===== src/rtl/legv8_ctrl_pkg.sv =====
// Shared constants for the LEGv8 control sequencer: FSM states, instruction
// classes, ALU function codes, opcodes and status flag positions.
package legv8_ctrl_pkg;

   localparam logic [2:0] ST_IDLE     = 3'd0;
   localparam logic [2:0] ST_DECODE   = 3'd1;
   localparam logic [2:0] ST_EXEC     = 3'd2;
   localparam logic [2:0] ST_MEM_ADDR = 3'd3;
   localparam logic [2:0] ST_MEM_WAIT = 3'd4;
   localparam logic [2:0] ST_BRANCH   = 3'd5;
   localparam logic [2:0] ST_CBZ_TAKE = 3'd6;
   localparam logic [2:0] ST_TRAP     = 3'd7;

   typedef enum logic [2:0] {
      CLS_R, CLS_I, CLS_LD, CLS_ST, CLS_CBZ, CLS_B, CLS_TRAP
   } instr_class_e;

   localparam logic [4:0] FS_AND = 5'b00000;
   localparam logic [4:0] FS_ORR = 5'b00100;
   localparam logic [4:0] FS_ADD = 5'b01000;
   localparam logic [4:0] FS_SUB = 5'b01001;
   localparam logic [4:0] FS_EOR = 5'b01100;

   localparam logic [10:0] OP_ADD  = 11'b10001011000;
   localparam logic [10:0] OP_SUB  = 11'b11001011000;
   localparam logic [10:0] OP_AND  = 11'b10001010000;
   localparam logic [10:0] OP_ORR  = 11'b10101010000;
   localparam logic [10:0] OP_EOR  = 11'b11001010000;
   localparam logic [10:0] OP_LDUR = 11'b11111000010;
   localparam logic [10:0] OP_STUR = 11'b11111000000;
   localparam logic [9:0]  OP_ADDI = 10'b1001000100;
   localparam logic [9:0]  OP_SUBI = 10'b1101000100;
   localparam logic [7:0]  OP_CBZ  = 8'b10110100;
   localparam logic [5:0]  OP_B    = 6'b000101;

   localparam int ST_Z = 0;
   localparam int ST_N = 1;
   localparam int ST_C = 2;
   localparam int ST_V = 3;

endpackage


===== src/rtl/legv8_instr_decode.sv =====
// Combinational decode of the latched instruction register into class,
// ALU function, register fields and the extended immediate / branch offset.
module legv8_instr_decode
   import legv8_ctrl_pkg::*;
(
   input  logic [31:0]  ir,
   output instr_class_e cls,
   output logic [4:0]   fs,
   output logic         cin,
   output logic [4:0]   rd,
   output logic [4:0]   rn,
   output logic [4:0]   rm,
   output logic [4:0]   rt,
   output logic [63:0]  imm,
   output logic [63:0]  off
);

   assign rd = ir[4:0];
   assign rt = ir[4:0];
   assign rn = ir[9:5];
   assign rm = ir[20:16];

   // Longest opcode field is matched first so shorter prefixes never shadow it.
   always_comb begin
      // NOTE: every output gets a default first so no path leaves one unassigned (no latch).
      cls = CLS_TRAP;
      fs  = FS_ADD;
      cin = 1'b0;
      imm = '0;
      off = '0;
      if (ir[31:21] == OP_ADD) begin
         cls = CLS_R;
      end else if (ir[31:21] == OP_SUB) begin
         cls = CLS_R;
         fs  = FS_SUB;
         cin = 1'b1;
      end else if (ir[31:21] == OP_AND) begin
         cls = CLS_R;
         fs  = FS_AND;
      end else if (ir[31:21] == OP_ORR) begin
         cls = CLS_R;
         fs  = FS_ORR;
      end else if (ir[31:21] == OP_EOR) begin
         cls = CLS_R;
         fs  = FS_EOR;
      end else if (ir[31:21] == OP_LDUR || ir[31:21] == OP_STUR) begin
         cls = (ir[31:21] == OP_LDUR) ? CLS_LD : CLS_ST;
         imm = {{55{ir[20]}}, ir[20:12]};
      end else if (ir[31:22] == OP_ADDI) begin
         cls = CLS_I;
         imm = {52'd0, ir[21:10]};
      end else if (ir[31:22] == OP_SUBI) begin
         cls = CLS_I;
         fs  = FS_SUB;
         cin = 1'b1;
         imm = {52'd0, ir[21:10]};
      end else if (ir[31:24] == OP_CBZ) begin
         cls = CLS_CBZ;
         off = {{43{ir[23]}}, ir[23:5], 2'b00};
      end else if (ir[31:26] == OP_B) begin
         cls = CLS_B;
         off = {{36{ir[25]}}, ir[25:0], 2'b00};
      end
   end

endmodule


===== src/rtl/legv8_control_sequencer.sv =====
// Multi-cycle LEGv8 control unit: accepts one instruction per handshake and
// sequences ALU, memory and branch control words from state + latched IR.
module legv8_control_sequencer
   import legv8_ctrl_pkg::*;
#(
   parameter logic [4:0] XZR_IDX = 5'd31,
   parameter logic [7:0] MEM_TMO = 8'd255
)(
   input  logic        clock,
   input  logic        reset,
   input  logic [31:0] instr,
   input  logic        instr_valid,
   output logic        instr_ready,
   input  logic [3:0]  status,
   output logic [4:0]  SA,
   output logic [4:0]  SB,
   output logic [4:0]  DA,
   output logic [4:0]  FS,
   output logic        Cin,
   output logic        W,
   output logic        selbork,
   output logic [63:0] k,
   output logic        triSelBtoD,
   output logic        triSelFtoD,
   output logic        mem_addr_ld,
   output logic        mem_req,
   output logic        mem_we,
   input  logic        mem_ack,
   output logic        pc_load,
   output logic [63:0] pc_offset,
   output logic        illegal
);

   logic [2:0]   state;
   logic [31:0]  ir;
   logic [7:0]   cnt;

   instr_class_e cls;
   logic [4:0]   dec_fs, rd, rn, rm, rt;
   logic         dec_cin;
   logic [63:0]  imm, off;
   logic         timed_out;
   logic         unused_status;

   assign unused_status = ^status[ST_V:ST_N];
   assign timed_out     = (cnt == MEM_TMO);

   legv8_instr_decode u_decode (
      .ir  (ir),
      .cls (cls),
      .fs  (dec_fs),
      .cin (dec_cin),
      .rd  (rd),
      .rn  (rn),
      .rm  (rm),
      .rt  (rt),
      .imm (imm),
      .off (off)
   );

   always_ff @(posedge clock or negedge reset) begin
      // NOTE: IR and the timeout counter are reset too, so a fresh IDLE never shows stale fields.
      if (!reset) begin
         state <= ST_IDLE;
         ir    <= '0;
         cnt   <= '0;
      end else begin
         // NOTE: non-blocking assignments keep every register update tied to the same edge.
         case (state)
            ST_IDLE: begin
               if (instr_valid) begin
                  ir    <= instr;
                  state <= ST_DECODE;
               end
            end
            ST_DECODE: begin
               case (cls)
                  CLS_R, CLS_I:    state <= ST_EXEC;
                  CLS_LD, CLS_ST:  state <= ST_MEM_ADDR;
                  CLS_CBZ, CLS_B:  state <= ST_BRANCH;
                  default:         state <= ST_TRAP;
               endcase
            end
            ST_MEM_ADDR: begin
               cnt   <= '0;
               state <= ST_MEM_WAIT;
            end
            ST_MEM_WAIT: begin
               if (timed_out || mem_ack) begin
                  cnt   <= '0;
                  state <= ST_IDLE;
               end else begin
                  cnt <= cnt + 8'd1;
               end
            end
            ST_BRANCH: begin
               state <= (cls == CLS_CBZ && status[ST_Z]) ? ST_CBZ_TAKE : ST_IDLE;
            end
            default: state <= ST_IDLE;
         endcase
      end
   end

   always_comb begin
      instr_ready = (state == ST_IDLE);
      SA          = '0;
      SB          = '0;
      DA          = '0;
      FS          = '0;
      Cin         = 1'b0;
      W           = 1'b0;
      selbork     = 1'b0;
      k           = '0;
      triSelBtoD  = 1'b0;
      triSelFtoD  = 1'b0;
      mem_addr_ld = 1'b0;
      mem_req     = 1'b0;
      mem_we      = 1'b0;
      pc_load     = 1'b0;
      pc_offset   = '0;
      illegal     = 1'b0;
      case (state)
         ST_EXEC: begin
            SA  = rn;
            DA  = rd;
            W   = (rd != XZR_IDX);
            FS  = dec_fs;
            Cin = dec_cin;
            if (cls == CLS_I) begin
               selbork = 1'b1;
               k       = imm;
            end else begin
               SB = rm;
            end
         end
         ST_MEM_ADDR: begin
            SA          = rn;
            selbork     = 1'b1;
            k           = imm;
            FS          = FS_ADD;
            triSelFtoD  = 1'b1;
            mem_addr_ld = 1'b1;
         end
         ST_MEM_WAIT: begin
            mem_req = 1'b1;
            mem_we  = (cls == CLS_ST);
            illegal = timed_out;
            if (cls == CLS_ST) begin
               SB         = rt;
               triSelBtoD = 1'b1;
            end else begin
               DA = rt;
               W  = mem_ack && !timed_out && (rt != XZR_IDX);
            end
         end
         ST_BRANCH: begin
            if (cls == CLS_B) begin
               pc_load   = 1'b1;
               pc_offset = off;
            end else begin
               SA      = rt;
               selbork = 1'b1;
               FS      = FS_ADD;
            end
         end
         ST_CBZ_TAKE: begin
            pc_load   = 1'b1;
            pc_offset = off;
         end
         ST_TRAP: illegal = 1'b1;
         default: ;
      endcase
   end

endmodule


===== config.mk =====
export PLATFORM = sky130hd
export DESIGN_NAME = legv8_control_sequencer
export DESIGN_NICKNAME = d
export VERILOG_FILES = /design/src/rtl/legv8_ctrl_pkg.sv /design/src/rtl/legv8_instr_decode.sv /design/src/rtl/legv8_control_sequencer.sv
export SDC_FILE = /design/constraint.sdc
export NUM_CORES = 1
export LEC_CHECK = 0
export CAP_MARGIN = 5
export CORE_UTILIZATION = 26
export CTS_BUF_LIST = sky130_fd_sc_hd__clkbuf_4 sky130_fd_sc_hd__clkbuf_8
export CTS_CLUSTER_DIAMETER = 100
export DETAILED_ROUTE_END_ITERATION = 8
export HOLD_SLACK_MARGIN = 0.08
export PLACE_DENSITY = 0.65
export SKIP_CTS_REPAIR_TIMING = 1
export SLEW_MARGIN = 10
export SYNTH_ARGS = -nofsm -noshare
export SYNTH_HDL_FRONTEND = slang
export SYNTH_SLANG_ARGS = --single-unit

===== constraint.sdc =====
create_clock -name clock -period 3.84 [get_ports clock]
set_clock_uncertainty 0.1 [all_clocks]
set_input_delay 0.768 -clock clock [delete_from_list [all_inputs] [get_ports clock]]
set_output_delay 0.768 -clock clock [all_outputs]
set_load 0.01 [all_outputs]

# [After elaboration in Yosys (flattened, before gate mapping)]
# Index checks and enable logic that the tools add are counted.
[op_classes] addsub=1 muxes=79 reduce_logical=15 mul=0 shift=0 order_cmp=0 bitwise=0 eq_ne=27 div_mod_pow=0
[op_table] operator="2-to-1 mux 64 bit" n=19
[op_table] operator="case mux 64 bit (2 select lines)" n=2
[op_table] operator="== test 11 bit, second input constant" n=7
[op_table] operator="2-to-1 mux 5 bit" n=11
[op_table] operator="2-to-1 mux 3 bit" n=12
[op_table] operator="case mux 5 bit (2 select lines)" n=3
[op_table] operator="== test 10 bit, second input constant" n=2
[op_table] operator="2-to-1 mux 1 bit" n=20
[op_table] operator="== test 3 bit, second input constant" n=6
[op_table] operator="== test 8 bit, second input constant" n=2
[op_table] operator="case mux 8 bit (2 select lines)" n=1
[op_table] operator="case mux 3 bit (5 select lines)" n=1
[op_table] operator="case mux 5 bit (3 select lines)" n=1
[op_table] operator="== test 3 x 2 -> 1 bit, second input constant" n=4
[op_table] operator="2-to-1 mux 12 bit" n=1
[op_table] operator="case mux 3 bit (3 select lines)" n=1
[op_table] operator="adder 8 x 1 -> 8 bit, second input constant" n=1
[op_table] operator="2-to-1 mux 8 bit" n=1
[op_table] operator="OR reduction 2 bit" n=4
[op_table] operator="== test 3 x 1 -> 1 bit, second input constant" n=2
[op_table] operator="== test 6 x 3 -> 1 bit, second input constant" n=1
[op_table] operator="logical NOT 3 bit" n=2
[op_table] operator="case mux 1 bit (2 select lines)" n=3
[op_table] operator="inequality test 5 bit, second input constant" n=1
[op_table] operator="9 further kinds" n=14
[word_totals] in_bits=40 romBits=0 word_cells=125 mem_bits_rw=0 latchBits=0 ff_bits=43 mem_count=0

# [Depth between registers and ports, before layout]
# Gate-level depths: netlist of the first run.
[logic_depth] word_depth=15 mapped_depth=8 depth_no_buf=5

# [By module]
# From an unflattened synthesis of the first run, not the netlist that was laid out.
[unflattened] cells_unflattened=526 area_unflattened_um2=4526.8
[by_module_without_submodules] module="legv8_control_sequencer" cells_each=342 area_each_um2=3051.7 n_inst=1
[by_module_without_submodules] module="legv8_instr_decode" cells_each=184 area_each_um2=1475.2 n_inst=1

# [Worst setup path before layout of the first run]
# No wires, ideal clock.
[synth_path] kind="register -> output" from="register ir[30]" to="output k[13]" t_arrival_ps=3437 path_slack_ps=-465 stages_incl_launch_ff=8 path_cell_list="dfrtp_1 clkbuf_1 and4b_1 and3_1 clkbuf_1 nand2_1 nor2_1 buf_4"
[synth_between] elab_chain_cells=14
[synth_rtl] item="start, declared" line_no="legv8_control_sequencer.sv:35" source="logic [31:0] ir;"
[synth_rtl] item="start signal, assigned" line_no="legv8_control_sequencer.sv:72" source="ir <= instr;"
[synth_rtl] item="== test 6 x 3 -> 1 bit" line_no="legv8_instr_decode.sv:60" source="end else if (ir[31:26] == OP_B) begin"
[synth_rtl] item="2-to-1 mux 2 bit" line_no="legv8_instr_decode.sv:60"
[synth_rtl] item="2-to-1 mux 3 bit" line_no="legv8_instr_decode.sv:57" source="end else if (ir[31:24] == OP_CBZ) begin"
[synth_rtl] item="2-to-1 mux 3 bit" line_no="legv8_instr_decode.sv:52" source="end else if (ir[31:22] == OP_SUBI) begin"
[synth_rtl] item="2-to-1 mux 3 bit" line_no="legv8_instr_decode.sv:49" source="end else if (ir[31:22] == OP_ADDI) begin"
[synth_rtl] item="2-to-1 mux 3 bit" line_no="legv8_instr_decode.sv:46" source="end else if (ir[31:21] == OP_LDUR || ir[31:21] == OP_STUR) begin"
[synth_rtl] item="2-to-1 mux 3 bit" line_no="legv8_instr_decode.sv:43" source="end else if (ir[31:21] == OP_EOR) begin"
[synth_rtl] item="2-to-1 mux 3 bit" line_no="legv8_instr_decode.sv:40" source="end else if (ir[31:21] == OP_ORR) begin"
[synth_rtl] item="2-to-1 mux 3 bit" line_no="legv8_instr_decode.sv:37" source="end else if (ir[31:21] == OP_AND) begin"
[synth_rtl] item="2-to-1 mux 3 bit" line_no="legv8_instr_decode.sv:33" source="end else if (ir[31:21] == OP_SUB) begin"
[synth_rtl] item="2-to-1 mux 3 bit" line_no="legv8_instr_decode.sv:31" source="if (ir[31:21] == OP_ADD) begin"
[synth_rtl] item="== test 3 x 1 -> 1 bit" line_no="legv8_control_sequencer.sv:129" source="if (cls == CLS_I) begin"
[synth_rtl] item="2-to-1 mux 64 bit" line_no="legv8_control_sequencer.sv:129"
[synth_rtl] item="case mux 64 bit (2 select lines) *" line_no="legv8_control_sequencer.sv:122" source="case (state)"
[synth_rtl] item="end, declared" line_no="legv8_control_sequencer.sv:22" source="output logic [63:0] k,"
# Mark *: on every way between the ends. The rest lies on a longest branch, timed or not.

# [Worst setup path after layout of the first run]
[layout_path] from="register ir[31]" to="output SA[0]"
[layout_between] elab_chain_cells=14
[layout_rtl] item="== test 6 x 3 -> 1 bit" line_no="legv8_instr_decode.sv:60"
[layout_rtl] item="2-to-1 mux 2 bit" line_no="legv8_instr_decode.sv:60"
[layout_rtl] item="2-to-1 mux 3 bit" line_no="legv8_instr_decode.sv:57"
[layout_rtl] item="2-to-1 mux 3 bit" line_no="legv8_instr_decode.sv:52"
[layout_rtl] item="2-to-1 mux 3 bit" line_no="legv8_instr_decode.sv:49"
[layout_rtl] item="2-to-1 mux 3 bit" line_no="legv8_instr_decode.sv:46"
[layout_rtl] item="2-to-1 mux 3 bit" line_no="legv8_instr_decode.sv:43"
[layout_rtl] item="2-to-1 mux 3 bit" line_no="legv8_instr_decode.sv:40"
[layout_rtl] item="2-to-1 mux 3 bit" line_no="legv8_instr_decode.sv:37"
[layout_rtl] item="2-to-1 mux 3 bit" line_no="legv8_instr_decode.sv:33"
[layout_rtl] item="2-to-1 mux 3 bit *" line_no="legv8_instr_decode.sv:31"
[layout_rtl] item="== test 3 bit *" line_no="legv8_control_sequencer.sv:157" source="if (cls == CLS_B) begin"
[layout_rtl] item="2-to-1 mux 5 bit *" line_no="legv8_control_sequencer.sv:157"
[layout_rtl] item="case mux 5 bit (2 select lines) *" line_no="legv8_control_sequencer.sv:122"
[layout_rtl] item="end, declared" line_no="legv8_control_sequencer.sv:15" source="output logic [4:0] SA,"
# Marks and branches as above.

==> metrics.cfg, run 1 <==
[outcome]
status = completed

[worst_setup_path]
crit_type = reg2out
arrival_ns = 2.72
cp.required_ns = 2.97
crit_fanout = 13
worstSetupStartpointType = register
cp-end-kind = output port

[timing]
slew_violations = 0
slew_headroom = 0.322
setup_viol = 0
tightest_slew_ns = 1.02
rsz0062_at_grt = false
hold-worst-slack_ns = 0.408
post-route-period-util = 0.936
tns_ns = 0
finalCriticalPeriod_ns = 3.59
final_hold_viol_count = 0
setup_ws_ns = 0.248
fmax_ghz = 0.278

[floorplan]
floorplan.initialDensity = 0.272
dieWidth_um = 118
rows = 41
pin_count = 199
die_h_um = 118
core_area_um2 = 12800
dieArea_um2 = 13900

[flow_run]
drv_cap = 0

[clock_tree]
path_clk_slew_ns = 0.09
clk_path_buf_depth = 2
cts_tree = yes
numCtsBuffers = 5
cts_max_level = 2
worstSkewPairLatency_ns = 0.30
cts-root-buf = clkbuf_8
cts.sinks = 43

[routing]
vias = 3138
routed_wl_um = 11400
via_per_inst = 4.75
ant_nets = 0
drt_iter0_markers = 180
drc = 0
avgRoutedWirePerCell_um = 17.3
dr.pass1.iters = 4

[synthesis]
yosysTopAreaCellShare = 0.309
ys_types = 50
ys_seq_area_frac = 0.309
synthesis.instances = 390
yosys_warnings = 0
synth_area_leaders = dfrtp_1 31%, buf_4 20%, mux2_2 10%
synth_flop_cell = dfrtp_1
synth_area_um2 = 3490
ys_ff_latch = 43
yosys.area.top_type = dfrtp_1
synthArstFlopShare = 1.00
synth_area_per_cell_um2 = 8.94
synth_edf_count = 0

[final_layout]
regArea_um2 = 1080
n_fill_cell = 1286
diodes = 0
syn_to_final_growth_pct = 45.1
fin_nets = 528
utilization = 0.395
drive_gt1_frac = 0.125
multiInputGateArea_um2 = 1620

[global_route]
grt_overflow = 0
grt_pass1_vias = 3009
grt_util_all_layers = 0.159
grt_pass1_wl_um = 17400
grt.busiest_layer = met2
use_met2 = 0.272
use_met1 = 0.205
met3_usage = 0.0296
grt_max_degree = 53
antenna_found_initial = 0

[placed_design]
dp_hpwl_um = 8570
pre_cts_ws_ns = 0.495
port_buffers = 191
gp_congestion = 0.876

[worst_hold_path]
hp-class = reg2reg

[power]
power_density_nw_per_um2 = 492
peakVddDrop_v = 0.000178
p_leak_nw = 1.77

-- flip-flops by register name, indices dropped and copies added (netlist names) --
signal and cells:
ir 32, cnt 8, state 3
-- critical path, stage by stage (launching register included) --
cell and delay, ns:
dfrtp_1 0.46, nor4b_1 0.42, and2_1 0.26, buf_4 0.22, and3b_1 0.26, a32o_1 0.29, clkdlybuf4s50_1 0.52
-- cell usage after synthesis, types with 3 or more instances --
master / n
and3_1: 6
nand2b_1: 3
and2_1: 5
dfrtp_1: 43
buf_2: 10
o31ai_1: 3
nor3b_1: 9
a22oi_1: 27
a32o_1: 10
nor2b_1: 4
mux2_2: 32
nor2_1: 32
o21ai_0: 10
nand3_1: 8
buf_4: 93
o211ai_1: 3
clkbuf_1: 11
a21oi_1: 16
nor3_1: 5
nand3b_1: 4
nand2_1: 18
-- worst paths after layout --
path,startpoint,end,slack (ns),cells after the start
setup / recovery,ir[31]$_DFFE_PN0P_,SA[0],0.25,6
hold / removal,cnt[6]$_DFFE_PN0P_,cnt[6]$_DFFE_PN0P_,0.41,1
setup reg to reg,state[0]$_DFFE_PN0P_,ir[12]$_DFFE_PN0P_,1.36,5
hold reg to reg,cnt[6]$_DFFE_PN0P_,cnt[6]$_DFFE_PN0P_,0.41,1
max in group asynchronous,reset,ir[11]$_DFFE_PN0P_,2.46,1
min in group asynchronous,reset,cnt[7]$_DFFE_PN0P_,0.53,1
-- cell usage in the layout, fill, tap and decap left out, types with 5 or more instances in the layout --
cell type | Yosys | routed
a21oi_1 | 16 | 15
a22oi_1 | 27 | 27
a32o_1 | 10 | 10
and2_1 | 5 | 5
and3_1 | 6 | 6
buf_4 | 93 | 11
clkbuf_8 | 0 | 6
clkdlybuf4s50_1 | 0 | 190
dfrtp_1 | 43 | 43
mux2_2 | 32 | 32
nand2_1 | 18 | 18
nand3_1 | 8 | 8
nor2_1 | 32 | 31
nor3_1 | 5 | 5
nor3b_1 | 9 | 8
o21ai_0 | 10 | 10
-- stage by stage --
step	instances	area, um2	total power (W)
5_1_grt	660	5060	0.00266
4_1_cts	660	5060	0.00252
3_5_place_dp	652	4940	0.00213
3_3_place_gp	652	4940	0.00209
6_report	660	5060	0.00249
2_1_floorplan	393	3500	0.00159
-- routing by layer --
metal / part of all wire / wire length, um
met1: 0.44 / 5060
met2: 0.49 / 5600
met3: 0.057 / 647
met4: 0.0074 / 84
met5: 0 / 0
-- where the power goes --
group / total, W / internal, W / switching, W
clock: 0.000375 / 0.000211 / 0.000164
sequential: 0.00101 / 0.000651 / 0.000363
combinational: 0.00110 / 0.000603 / 0.000498
total: 0.00249 / 0.00146 / 0.00102
-- cells by family (layout without fill, tap and decap cells) --
kind of cell,Yosys count,in the layout,share of synthesized area
other,1,4,0.00108
xor gates and xnor gates,1,1,0.00251
and+or+nand+nor,109,109,0.172
buffers and inverters,119,214,0.236
DFF,43,43,0.309
adders and majority gates,1,1,0.00359
muxes,33,33,0.107
AOI/OAI and AO/OA,83,83,0.170
-- cell type report --
type                       count  area share
timing repair buffer         204       0.401
multi-input combinational    231       0.319
sequential                    43       0.213
tap                          172      0.0425
clock buffer                   6      0.0163
clock inverter                 2     0.00692
inverter                       2     0.00148
Power figures use the tool's default switching activity.
==> run 2: changes to the inputs <==
--- a/config.mk
+++ b/config.mk
@@ -9,6 +9,7 @@
 export CORE_UTILIZATION = 26
 export CTS_BUF_LIST = sky130_fd_sc_hd__clkbuf_4 sky130_fd_sc_hd__clkbuf_8
 export CTS_CLUSTER_DIAMETER = 100
+export CTS_CLUSTER_SIZE = 25
 export DETAILED_ROUTE_END_ITERATION = 8
 export HOLD_SLACK_MARGIN = 0.08
 export PLACE_DENSITY = 0.65
==> results of run 2 <==
The final DEF is identical to that of run 1; final timing and power are the same.
